### src/rtl/elevator_pkg.sv
// Shared types and constants for the elevator car controller and its request queue.
package elevator_pkg;

  localparam int unsigned FLOOR_IDX_W = 3;

  typedef enum logic [1:0] {
    IDLE,
    MOVE,
    CLEAR,
    DOOR_OPEN
  } state_t;

  typedef enum logic [1:0] {
    DIR_IDLE,
    DIR_UP,
    DIR_DOWN
  } dir_t;

  // SCAN rule: keep heading while requests remain ahead, else reverse, else idle.
  function automatic dir_t scan_dir(input dir_t dir, input logic above, input logic below);
    dir_t d;
    if (dir == DIR_DOWN) d = below ? DIR_DOWN : (above ? DIR_UP : DIR_IDLE);
    else                 d = above ? DIR_UP : (below ? DIR_DOWN : DIR_IDLE);
    return d;
  endfunction

endpackage

### src/rtl/elevator_scan_select.sv
// Combinational request summary relative to the current floor: above / below / here.
module elevator_scan_select
  import elevator_pkg::*;
#(
  parameter int unsigned FLOOR_COUNT = 7
) (
  input  logic [FLOOR_COUNT-1:0] queue_status,
  input  logic [FLOOR_IDX_W-1:0] cur,
  output logic                   above_c,
  output logic                   below_c,
  output logic                   here_c
);

  always_comb begin
    above_c = 1'b0;
    below_c = 1'b0;
    here_c  = 1'b0;
    for (int unsigned i = 0; i < FLOOR_COUNT; i++) begin
      if (FLOOR_IDX_W'(i) > cur)       above_c = above_c | queue_status[i];
      else if (FLOOR_IDX_W'(i) < cur)  below_c = below_c | queue_status[i];
      else                             here_c  = queue_status[i];
    end
  end

endmodule

### src/rtl/elevator_car_ctrl.sv
// SCAN car controller: picks destinations from the request queue, times travel and doors,
// and writes a clear back for each served floor. ELEV_DOOR_OBSTRUCT_EN adds door_obstruct.
module elevator_car_ctrl
  import elevator_pkg::*;
#(
  parameter int unsigned FLOOR_COUNT         = 7,
  parameter int unsigned FLOOR_TRAVEL_CYCLES = 16,
  parameter int unsigned DOOR_OPEN_CYCLES    = 32
) (
  input  logic                   clk,
  input  logic                   reset_n,
  input  logic [FLOOR_COUNT-1:0] queue_status,
  output logic                   q_wr_req,
  input  logic                   q_wr_gnt,
  output logic                   q_r_nwr,
  output logic                   q_deassert_floor,
  output logic [FLOOR_IDX_W-1:0] q_floor,
  output logic [FLOOR_IDX_W-1:0] current_floor,
  output logic                   dir_up,
  output logic                   dir_down,
  output logic                   motor_up,
  output logic                   motor_down,
`ifdef ELEV_DOOR_OBSTRUCT_EN
  input  logic                   door_obstruct,
`endif
  output logic                   door_open
);

  localparam int unsigned TIMER_MAX = (FLOOR_TRAVEL_CYCLES > DOOR_OPEN_CYCLES) ?
                                      FLOOR_TRAVEL_CYCLES : DOOR_OPEN_CYCLES;
  localparam int unsigned TIMER_W   = $clog2(TIMER_MAX + 1);
  localparam int unsigned PAD_W     = 2 ** FLOOR_IDX_W;
  localparam logic [TIMER_W-1:0]     TRAVEL_LAST = TIMER_W'(FLOOR_TRAVEL_CYCLES - 1);
  localparam logic [TIMER_W-1:0]     DOOR_LAST   = TIMER_W'(DOOR_OPEN_CYCLES - 1);
  localparam logic [FLOOR_IDX_W-1:0] TOP_FLOOR   = FLOOR_IDX_W'(FLOOR_COUNT - 1);

  state_t                 state, state_next;
  dir_t                   dir, dir_next;
  logic [FLOOR_IDX_W-1:0] cur_next;
  logic [TIMER_W-1:0]     timer, timer_next;
  logic                   arrived, arrived_next;
  logic                   step;
  logic                   above, below, here;
  logic                   obstruct;
  logic [PAD_W-1:0]       status_pad;
  logic                   motor_go, door_hold;
  logic                   motor_up_d, motor_down_d, dir_up_d, dir_down_d;
  logic                   q_wr_req_d, door_open_d;

`ifdef ELEV_DOOR_OBSTRUCT_EN
  assign obstruct = door_obstruct;
`else
  assign obstruct = 1'b0;
`endif

  assign status_pad = PAD_W'(queue_status);
  assign q_floor    = current_floor;

  elevator_scan_select #(.FLOOR_COUNT(FLOOR_COUNT)) u_scan (
    .queue_status (queue_status),
    .cur          (current_floor),
    .above_c      (above),
    .below_c      (below),
    .here_c       (here)
  );

  // State, datapath and registered actuator/queue outputs.
  always_ff @(posedge clk or negedge reset_n) begin
    if (!reset_n) begin
      state            <= IDLE;
      dir              <= DIR_IDLE;
      current_floor    <= '0;
      timer            <= '0;
      arrived          <= 1'b0;
      motor_up         <= 1'b0;
      motor_down       <= 1'b0;
      dir_up           <= 1'b0;
      dir_down         <= 1'b0;
      q_wr_req         <= 1'b0;
      q_r_nwr          <= 1'b1;
      q_deassert_floor <= 1'b0;
      door_open        <= 1'b0;
    end else begin
      state            <= state_next;
      dir              <= dir_next;
      current_floor    <= cur_next;
      timer            <= timer_next;
      arrived          <= arrived_next;
      motor_up         <= motor_up_d;
      motor_down       <= motor_down_d;
      dir_up           <= dir_up_d;
      dir_down         <= dir_down_d;
      q_wr_req         <= q_wr_req_d;
      q_r_nwr          <= !q_wr_req_d;
      q_deassert_floor <= q_wr_req_d;
      door_open        <= door_open_d;
    end
  end

  // Next state; 'arrived' marks the cycle after a floor step where the stop decision is made.
  always_comb begin
    state_next   = state;
    dir_next     = dir;
    cur_next     = current_floor;
    timer_next   = '0;
    arrived_next = 1'b0;
    step         = 1'b0;
    unique case (state)
      IDLE: begin
        dir_next = scan_dir(DIR_IDLE, above, below);
        if (here) begin
          state_next = CLEAR;
          dir_next   = DIR_IDLE;
        end else if (dir_next != DIR_IDLE) begin
          state_next = MOVE;
        end
      end
      MOVE: begin
        if (arrived && here) begin
          state_next = CLEAR;
        end else if (arrived && scan_dir(dir, above, below) == DIR_IDLE) begin
          state_next = IDLE;
          dir_next   = DIR_IDLE;
        end else begin
          if (arrived) dir_next = scan_dir(dir, above, below);
          if (timer == TRAVEL_LAST) begin
            step         = 1'b1;
            arrived_next = 1'b1;
            if (dir_next == DIR_UP && current_floor != TOP_FLOOR)
              cur_next = current_floor + FLOOR_IDX_W'(1);
            else if (dir_next == DIR_DOWN && current_floor != '0)
              cur_next = current_floor - FLOOR_IDX_W'(1);
          end else begin
            timer_next = timer + TIMER_W'(1);
          end
        end
      end
      CLEAR: begin
        if (q_wr_gnt) state_next = DOOR_OPEN;
      end
      DOOR_OPEN: begin
        if (obstruct) begin
          timer_next = '0;
        end else if (timer == DOOR_LAST) begin
          if (here) begin
            state_next = CLEAR;
          end else begin
            dir_next   = scan_dir(dir, above, below);
            state_next = (dir_next == DIR_IDLE) ? IDLE : MOVE;
          end
        end else begin
          timer_next = timer + TIMER_W'(1);
        end
      end
    endcase
  end

  // Output decode; motor drops already in the decision cycle when the new floor is requested.
  always_comb begin
    door_hold    = (state == DOOR_OPEN) || (state == CLEAR && door_open);
    motor_go     = (state_next == MOVE) && !(step && status_pad[cur_next]);
    motor_up_d   = motor_go && (dir_next == DIR_UP);
    motor_down_d = motor_go && (dir_next == DIR_DOWN);
    dir_up_d     = (dir_next == DIR_UP);
    dir_down_d   = (dir_next == DIR_DOWN);
    q_wr_req_d   = (state_next == CLEAR);
    door_open_d  = (state_next == DOOR_OPEN) || (state_next == CLEAR && door_hold);
  end

endmodule

### config.mk
export PLATFORM = sky130hd
export DESIGN_NAME = elevator_car_ctrl
export DESIGN_NICKNAME = d
export VERILOG_FILES = /design/src/rtl/elevator_pkg.sv /design/src/rtl/elevator_scan_select.sv /design/src/rtl/elevator_car_ctrl.sv
export SDC_FILE = /design/constraint.sdc
export NUM_CORES = 1
export LEC_CHECK = 0
export CAP_MARGIN = 20
export CORE_ASPECT_RATIO = 0.9
export CORE_UTILIZATION = 45
export DETAILED_ROUTE_END_ITERATION = 8
export PLACE_DENSITY = 0.69
export SYNTH_ARGS = -nofsm -noshare
export SYNTH_HDL_FRONTEND = slang
export SYNTH_HIERARCHICAL = 1
export SYNTH_SLANG_ARGS = --single-unit
### constraint.sdc
create_clock -name clk -period 3.45 [get_ports clk]
set_input_delay 0.5175 -clock clk [delete_from_list [all_inputs] [get_ports clk]]
set_output_delay 0.5175 -clock clk [all_outputs]
set_load 0.05 [all_outputs]
==> results of run 1 <==
==> power groups by stage <==
| stage | Sequential, mW | Clock, mW | Combinational [mW] |
|---|---|---|---|
| 6_report | 0.366 | 0.164 | 0.354 |
| 5_1_grt | 0.376 | 0.183 | 0.386 |
| 4_1_cts | 0.365 | 0.169 | 0.351 |
| 3_5_place_dp | 0.370 | 0 | 0.349 |
| 3_3_place_gp | 0.366 | 0 | 0.337 |
| 2_1_floorplan | 0.408 | 0 | 0.173 |
==> flip-flops by register name (all words and copies together) (netlist names) <==
signal            flops
current_floor         3
q_deassert_floor      1
dir                   2
dir_down              1
motor_down            1
arrived               1
dir_up                1
timer                 6
motor_up              1
state                 2
q_r_nwr               1
door_open             1
==> worst paths after layout <==
check / start / endpoint / cells after the start
setup / recovery: queue_status[1] / motor_up$_DFF_PN0_ / 9
hold / removal: timer[0]$_DFF_PN0_ / timer[0]$_DFF_PN0_ / 1
setup reg to reg: current_floor[0]$_DFF_PN0_ / motor_up$_DFF_PN0_ / 10
hold reg to reg: timer[0]$_DFF_PN0_ / timer[0]$_DFF_PN0_ / 1
max in group asynchronous: reset_n / q_r_nwr$_DFF_PN1_ / 2
min in group asynchronous: reset_n / current_floor[0]$_DFF_PN0_ / 1
==> stage by stage <==
| stage | TNS, ps | utilization |
|---|---|---|
| 2_1_floorplan | 0 | - |
| 3_3_place_gp | 0 | 0.612 |
| 3_5_place_dp | -290 | 0.612 |
| 4_1_cts | 0 | 0.626 |
| 5_1_grt | 0 | 0.637 |
| 6_report | 0 | 0.637 |
==> layout make-up <==
cell class / instances / share of cell area
sequential: 21 / 0.260
tap: 42 / 0.0259
clock buffer: 3 / 0.0203
timing repair buffer: 46 / 0.208
inverter: 11 / 0.0203
clock inverter: 1 / 0.00247
multi-input combinational: 129 / 0.463
==> logic make-up after synthesis <==
kind of cell | after synthesis
flip-flops | 21
XOR/XNOR | 5
AO/OA/AOI/OAI | 49
AND/OR/NAND/NOR | 58
buffers and inverters | 21
multiplexers | 12
adder cells (fa/ha/maj) | 5
==> critical path, stage by stage <==
cell	delay [ps]
clkdlybuf4s50_1	520
mux4_2	480
mux2_2	280
o21bai_1	210
a2111oi_4	410
o21ai_1	140
xnor2_1	240
mux2_4	340
nor4b_2	260
==> cells in the final DEF (no fill, tap or decap), types with 2 or more instances in the layout <==
cell              n
and3_1            2
o31ai_1           4
nand4b_1          2
nand3_1           3
nor2b_1           2
a21oi_1           8
nor2_1           10
and2_1            3
buf_4            22
clkbuf_8          3
dfrtp_1          20
mux2i_1           7
a31oi_1           4
o21ai_0           8
nor4b_2           2
nand3b_1          3
ha_1              5
xnor2_1           4
nand2_1          19
a21o_1            2
nand4_1           2
clkdlybuf4s50_1  23
nand2b_1          3
inv_1            10
a211o_1           2
o21bai_1          3
o311ai_0          2
mux2_2            3
==> routing by layer <==
metal  up-vias  track usage  wire length, um
li1        710            -                -
met1       684        0.285             1660
met2        38        0.372             1740
met3         4       0.0354              114
met4         0       0.0603               26
met5         -            0                0
==> Implementation_results.wiki, run 1 <==
{| class="wikitable"
! Metric !! Value
|-
| I/O pins || 24
|-
| Synth Net Count || 186
|-
| Worst Setup Slack post-DPL || -166 ps
|-
| Number of iterations in the first detailed-routing pass || 4
|-
| Non-Filler Cell Area, Final || 2030 um^2
|-
| Hold buffers post-CTS || 0
|-
| Antenna violations before repair || 0
|-
| Internal power || 0.541 mW
|-
| Critical Path End Type || register
|-
| Post-synthesis instance total || 171
|-
| RSZ-0062 raised after global routing || false
|-
| Pin count of the biggest net entering global routing || 22
|-
| Number of global-route vias before repair || 1411
|-
| Min-delay worst type || reg2reg
|-
| Number of violations reported at the end of detailed-routing iteration 0 || 87
|-
| Maximum root-to-sink buffer count || 2
|-
| Register-to-Register Setup Slack || 340 ps
|-
| Post-CTS Setup Bufs || 0
|-
| Buffers on Ports || 23
|-
| CP Max Fanout || 6
|-
| Final number of max-transition violations || 0
|-
| Total Wirelength || 3.54 mm
|-
| Result of the run || finished, final reports clean
|-
| Max-Slew Margin vs Limit || 0.602
|-
| Horizontal extent of the die || 64.1 um
|-
| Switching pwr || 0.343 mW
|-
| Highest attainable clock frequency || 310 MHz
|-
| Total Power Consumption || 0.884 mW
|-
| Max-cap violations || 0
|-
| # H-tree levels || 1
|-
| Cell total after placement || 248
|-
| Synth async-reset ratio || 1.00
|-
| Flip-flop and latch count after synthesis || 21
|-
| Share of total power consumed by net switching || 0.388
|-
| Sum of net half-perimeters after detailed placement || 2.75 mm
|-
| Num rows || 19
|-
| Yosys warnings || 6
|-
| Worst skew pair latency || 260 ps
|-
| Worst Clk Skew || 3.88 ps
|-
| Max VDD drop || 258 uV
|-
| Weighted congestion reported at the end of routability-driven placement || 0.892
|-
| Global-route congestion overflow total || 0
|-
| WHS || 455 ps
|-
| Effective utilization at floorplan || 0.491
|-
| Clock tree sinks || 21
|-
| Data arrival time of the worst path || 3400 ps
|-
| Leakage power of the design || 0.846 nW
|-
| Distinct cell type count of the synthesized netlist || 56
|-
| Post-synth EDFFs || 0
|-
| Proportion of power drawn by flip-flops and latches || 0.414
|-
| TritonCTS clock tree || done
|-
| Main combinational cell family by area after synthesis || compound AO/OA/AOI/OAI gates
|-
| Total number of vias || 1436
|-
| Synthesized area per cell || 9.14 um^2
|-
| Multiplexer share of the synthesized area || 0.0905
|-
| Total area of multi-input combinational cells || 940 um^2
|-
| Wire length of the first global-routing pass || 6.29 mm
|-
| Leading cell types by count after synthesis || 20 x dfrtp_1, 19 x nand2_1, 10 x inv_1, 10 x nor2_1
|-
| Area growth from synthesis to final layout || 29.9%
|-
| Combined area of all synthesized cells || 1560 um^2
|-
| Number of hold violations in the final report || 0
|-
| Actual transition at the worst max-transition pin || 594 ps
|-
| Die Y || 57.9 um
|-
| Portion of total power attributed to combinational logic || 0.400
|-
| Critical path launch point type || input pin
|-
| Leading post-synthesis cells by cell area || dfrtp_1 32%, nand2_1 4.6%, mux2i_1 4.5%
|-
| Number of inserted diodes || 0
|-
| Sequential area share after synthesis || 0.337
|-
| Die footprint || 3710 um^2
|-
| Post-cts gate resize count || 0
|-
| Xor and xnor area share after synthesis || 0.0280
|-
| Worst-path clk slew || 80 ps
|-
| Crit path time final || 3230 ps
|-
| Share of the synthesized area in the top cell type || 0.320
|-
| Worst Path Class, Setup || in2reg
|-
| Critical Path RT || 3620 ps
|-
| Share of post-route cells with drive strength above 1 || 0.199
|-
| Global-route usage over all layers || 0.217
|-
| Post-detailed-route DRC marker count || 0
|-
| Num CTS Buffers || 3
|-
| Power density over the cells || 436 nW/um^2
|-
| Most frequent cell after synthesis || dfrtp_1
|-
| Area fraction in and, or, nand and nor cells after synthesis || 0.207
|-
| Synth Flop Type || dfrtp_1
|-
| Area used by sequential logic in the layout || 527 um^2
|-
| Part of the cycle the worst path needs || 0.936
|-
| Area after DPL || 1950 um^2
|-
| Root buffer selected by CTS || clkbuf_8
|-
| Smallest setup slack after layout || 222 ps
|-
| Post-route antenna net violation count || 0
|-
| Vias per cell || 5.68
|-
| Number of nets in the finished design || 227
|-
| Final setup vio count || 0
|-
| Area leader, netlist || dfrtp_1
|-
| Portion of total power attributed to the clock network || 0.186
|-
| Final routed wire length divided by cell count || 14.0 um
|-
| Fillcell total || 263
|-
| Adder-cell area share of the yosys netlist || 0.0400
|-
| Post-route non-filler standard cell count || 253
|-
| Core outline area || 3190 um^2
|-
| Share of the synthesized area in compound gates (AO/OA/AOI/OAI) || 0.231
|}
Power figures use the tool's default switching activity.
==> run 2: changes to the inputs <==
Clock period 3.45 ns to 3.52 ns, I/O delays scaled along.
==> Implementation_results.wiki, run 2 (same netlist as run 1, synthesis figures left out) <==
{| class="wikitable"
! Metric !! Value
|-
| Result of the run || finished, final reports clean
|-
| Register with the most flip-flops || timer
|-
| Post-CTS Setup Bufs || 0 (unchanged)
|-
| Hold buffers post-CTS || 0 (unchanged)
|-
| Worst skew pair latency || 270 ps (about the same)
|-
| Worst-path clk slew || 80 ps (about the same)
|-
| Worst Setup Slack post-DPL || -106 ps (+59.7 ps)
|-
| Worst Path Class, Setup || in2reg
|-
| Vias per cell || 5.80 (+2.3%)
|-
| Pin count of the biggest net entering global routing || 22 (unchanged)
|-
| Die footprint || 3710 um^2 (unchanged)
|-
| Horizontal extent of the die || 64.1 um (unchanged)
|-
| Critical path launch point type || input pin
|-
| Most common cell after layout, fill and taps aside || clkdlybuf4s50_1
|-
| Number of inserted diodes || 0 (unchanged)
|-
| Number of global-route vias before repair || 1323 (-6.2%)
|-
| Die Y || 57.9 um (unchanged)
|-
| Clock tree sinks || 21 (unchanged)
|-
| Critical Path Start || queue_status[1]
|-
| Highest attainable clock frequency || 299 MHz
|-
| Area growth from synthesis to final layout || 24.5%
|-
| Core outline area || 3190 um^2 (unchanged)
|-
| Total Power Consumption || 0.850 mW (-3.9%)
|-
| Number of violations reported at the end of detailed-routing iteration 0 || 80 (-8.0%)
|-
| Post-route antenna net violation count || 0 (unchanged)
|-
| Wire length of the first global-routing pass || 6.04 mm (-3.9%)
|-
| Cell total after placement || 241 (-2.8%)
|-
| Final sum of negative setup slack || 0 ps (unchanged)
|-
| Max-Slew Margin vs Limit || 0.345 (-0.257)
|-
| Final routed wire length divided by cell count || 14.6 um (+3.9%)
|-
| Final number of max-transition violations || 0 (unchanged)
|-
| Maximum root-to-sink buffer count || 2 (unchanged)
|-
| Share of post-route cells with drive strength above 1 || 0.167 (-0.0316)
|-
| Most frequent cells in the layout || 23 x clkdlybuf4s50_1, 19 x nand2_1, 19 x dfrtp_1
|-
| Area after DPL || 1900 um^2 (-2.7%)
|-
| # H-tree levels || 1 (unchanged)
|-
| RSZ-0062 raised after global routing || false
|-
| CP Max Fanout || 6 (unchanged)
|-
| I/O pins || 24 (unchanged)
|-
| Number of nets in the finished design || 219 (-3.5%)
|-
| Post-route non-filler standard cell count || 245 (-3.2%)
|-
| Number of hold violations in the final report || 0 (unchanged)
|-
| Power density over the cells || 437 nW/um^2 (+0.29%)
|-
| Min-delay worst type || reg2reg
|-
| Cells on Worst Hold Path || 1 (unchanged)
|-
| Util after Layout || 0.611 (-0.0263)
|-
| CP Cell Sequence || clkdlybuf4s50_1 -> a21o_1 -> a211oi_1 -> a31oi_1 -> buf_4 -> nor2b_1 -> o21ai_2 -> nor4bb_1 -> o21ai_1 -> xnor2_1 -> mux2_4 -> nor4b_2
|-
| Length in cells of the worst reg-to-reg path || 12 (+2)
|-
| Crit path time final || 3350 ps
|-
| Sum of net half-perimeters after detailed placement || 2.64 mm (-4.0%)
|-
| Worst reg2reg path startpoint || current_floor[0]$_DFF_PN0_
|-
| WHS || 470 ps (+14.3 ps)
|-
| Max VDD drop || 285 uV (+10%)
|-
| Slowest cell on the critical path || clkdlybuf4s50_1
|-
| Global-route congestion overflow total || 0 (unchanged)
|-
| Critical Path RT || 3700 ps (+80 ps)
|-
| Data arrival time of the worst path || 3520 ps (+120 ps)
|-
| Weighted congestion reported at the end of routability-driven placement || 0.861 (-3.5%)
|-
| Worst Clk Skew || 9.14 ps (+5.26 ps)
|-
| Num CTS Buffers || 3 (unchanged)
|-
| Hold wc startpoint || timer[0]$_DFF_PN0_
|-
| Actual transition at the worst max-transition pin || 979 ps (+386 ps)
|-
| TritonCTS clock tree || done
|-
| Part of the cycle the worst path needs || 0.951
|-
| Total number of vias || 1422 (-0.97%)
|-
| Number of iterations in the first detailed-routing pass || 4 (unchanged)
|-
| Total Wirelength || 3.57 mm (+0.65%)
|-
| Antenna violations before repair || 0 (unchanged)
|-
| Leakage power of the design || 0.798 nW (-5.7%)
|-
| Critical Path End Type || register
|-
| Number of flip-flops in the largest register || 6 (unchanged)
|-
| Critical path's largest stage delay || 510 ps (about the same)
|-
| Fillcell total || 276 (+4.9%)
|-
| Max-cap violations || 0 (unchanged)
|-
| Non-Filler Cell Area, Final || 1950 um^2 (-4.1%)
|-
| Global-route usage over all layers || 0.211 (-0.00586)
|-
| Largest registers in the final layout || timer (6), current_floor (3)
|-
| Root buffer selected by CTS || clkbuf_8
|-
| Smallest setup slack after layout || 174 ps (-48.2 ps)
|-
| Effective utilization at floorplan || 0.491 (unchanged)
|-
| Final setup vio count || 0 (unchanged)
|-
| Buffers on Ports || 23 (unchanged)
|-
| Num rows || 19 (unchanged)
|-
| Post-detailed-route DRC marker count || 0 (unchanged)
|}
## run 2: final timing paths
check,end,slack (ps)
max,motor_up$_DFF_PN0_,170
min,timer[0]$_DFF_PN0_,470
max reg2reg,motor_up$_DFF_PN0_,350
min reg2reg,timer[0]$_DFF_PN0_,470
max in group asynchronous,current_floor[0]$_DFF_PN0_,2070
min in group asynchronous,current_floor[1]$_DFF_PN0_,800
## run 2: layout make-up
cell class / instances / area (um^2) / area share
clock buffers: 3 / 41.3 / 0.0212
flip-flops and latches: 21 / 528 / 0.271
repair buffers: 38 / 343 / 0.176
inverters: 11 / 41.3 / 0.0212
well taps: 42 / 52.6 / 0.0270
clock inverters: 1 / 5.00 / 0.00257
multi-input cells: 129 / 935 / 0.480
## run 2: worst max-delay path, delay by kind of cell
| kind | cells | cell delay (ps) |
|---|---|---|
| compound gates | 5 | 950 |
| xor+xnor | 1 | 240 |
| buf+inv | 2 | 680 |
| mux | 1 | 340 |
| simple gates | 3 | 790 |
## run 2: timing repair
item                                    CTS  global route
gates resized for setup                   0             3
hold endpoints to repair                  0             0
endpoints found under the setup margin    0             2
## run 2: metal layers
layer / GRT usage / part of all wire / wire length [um]
met5: 0 / 0 / 0
met4: 0.0762 / 0.012 / 44
met3: 0.0295 / 0.031 / 112
met2: 0.362 / 0.49 / 1750
met1: 0.274 / 0.47 / 1660
## run 2: power by group
| group | switching, mW | internal (mW) |
|---|---|---|
| clock network | 0.0808 | 0.0789 |
| registers | 0.0624 | 0.297 |
| logic | 0.190 | 0.141 |
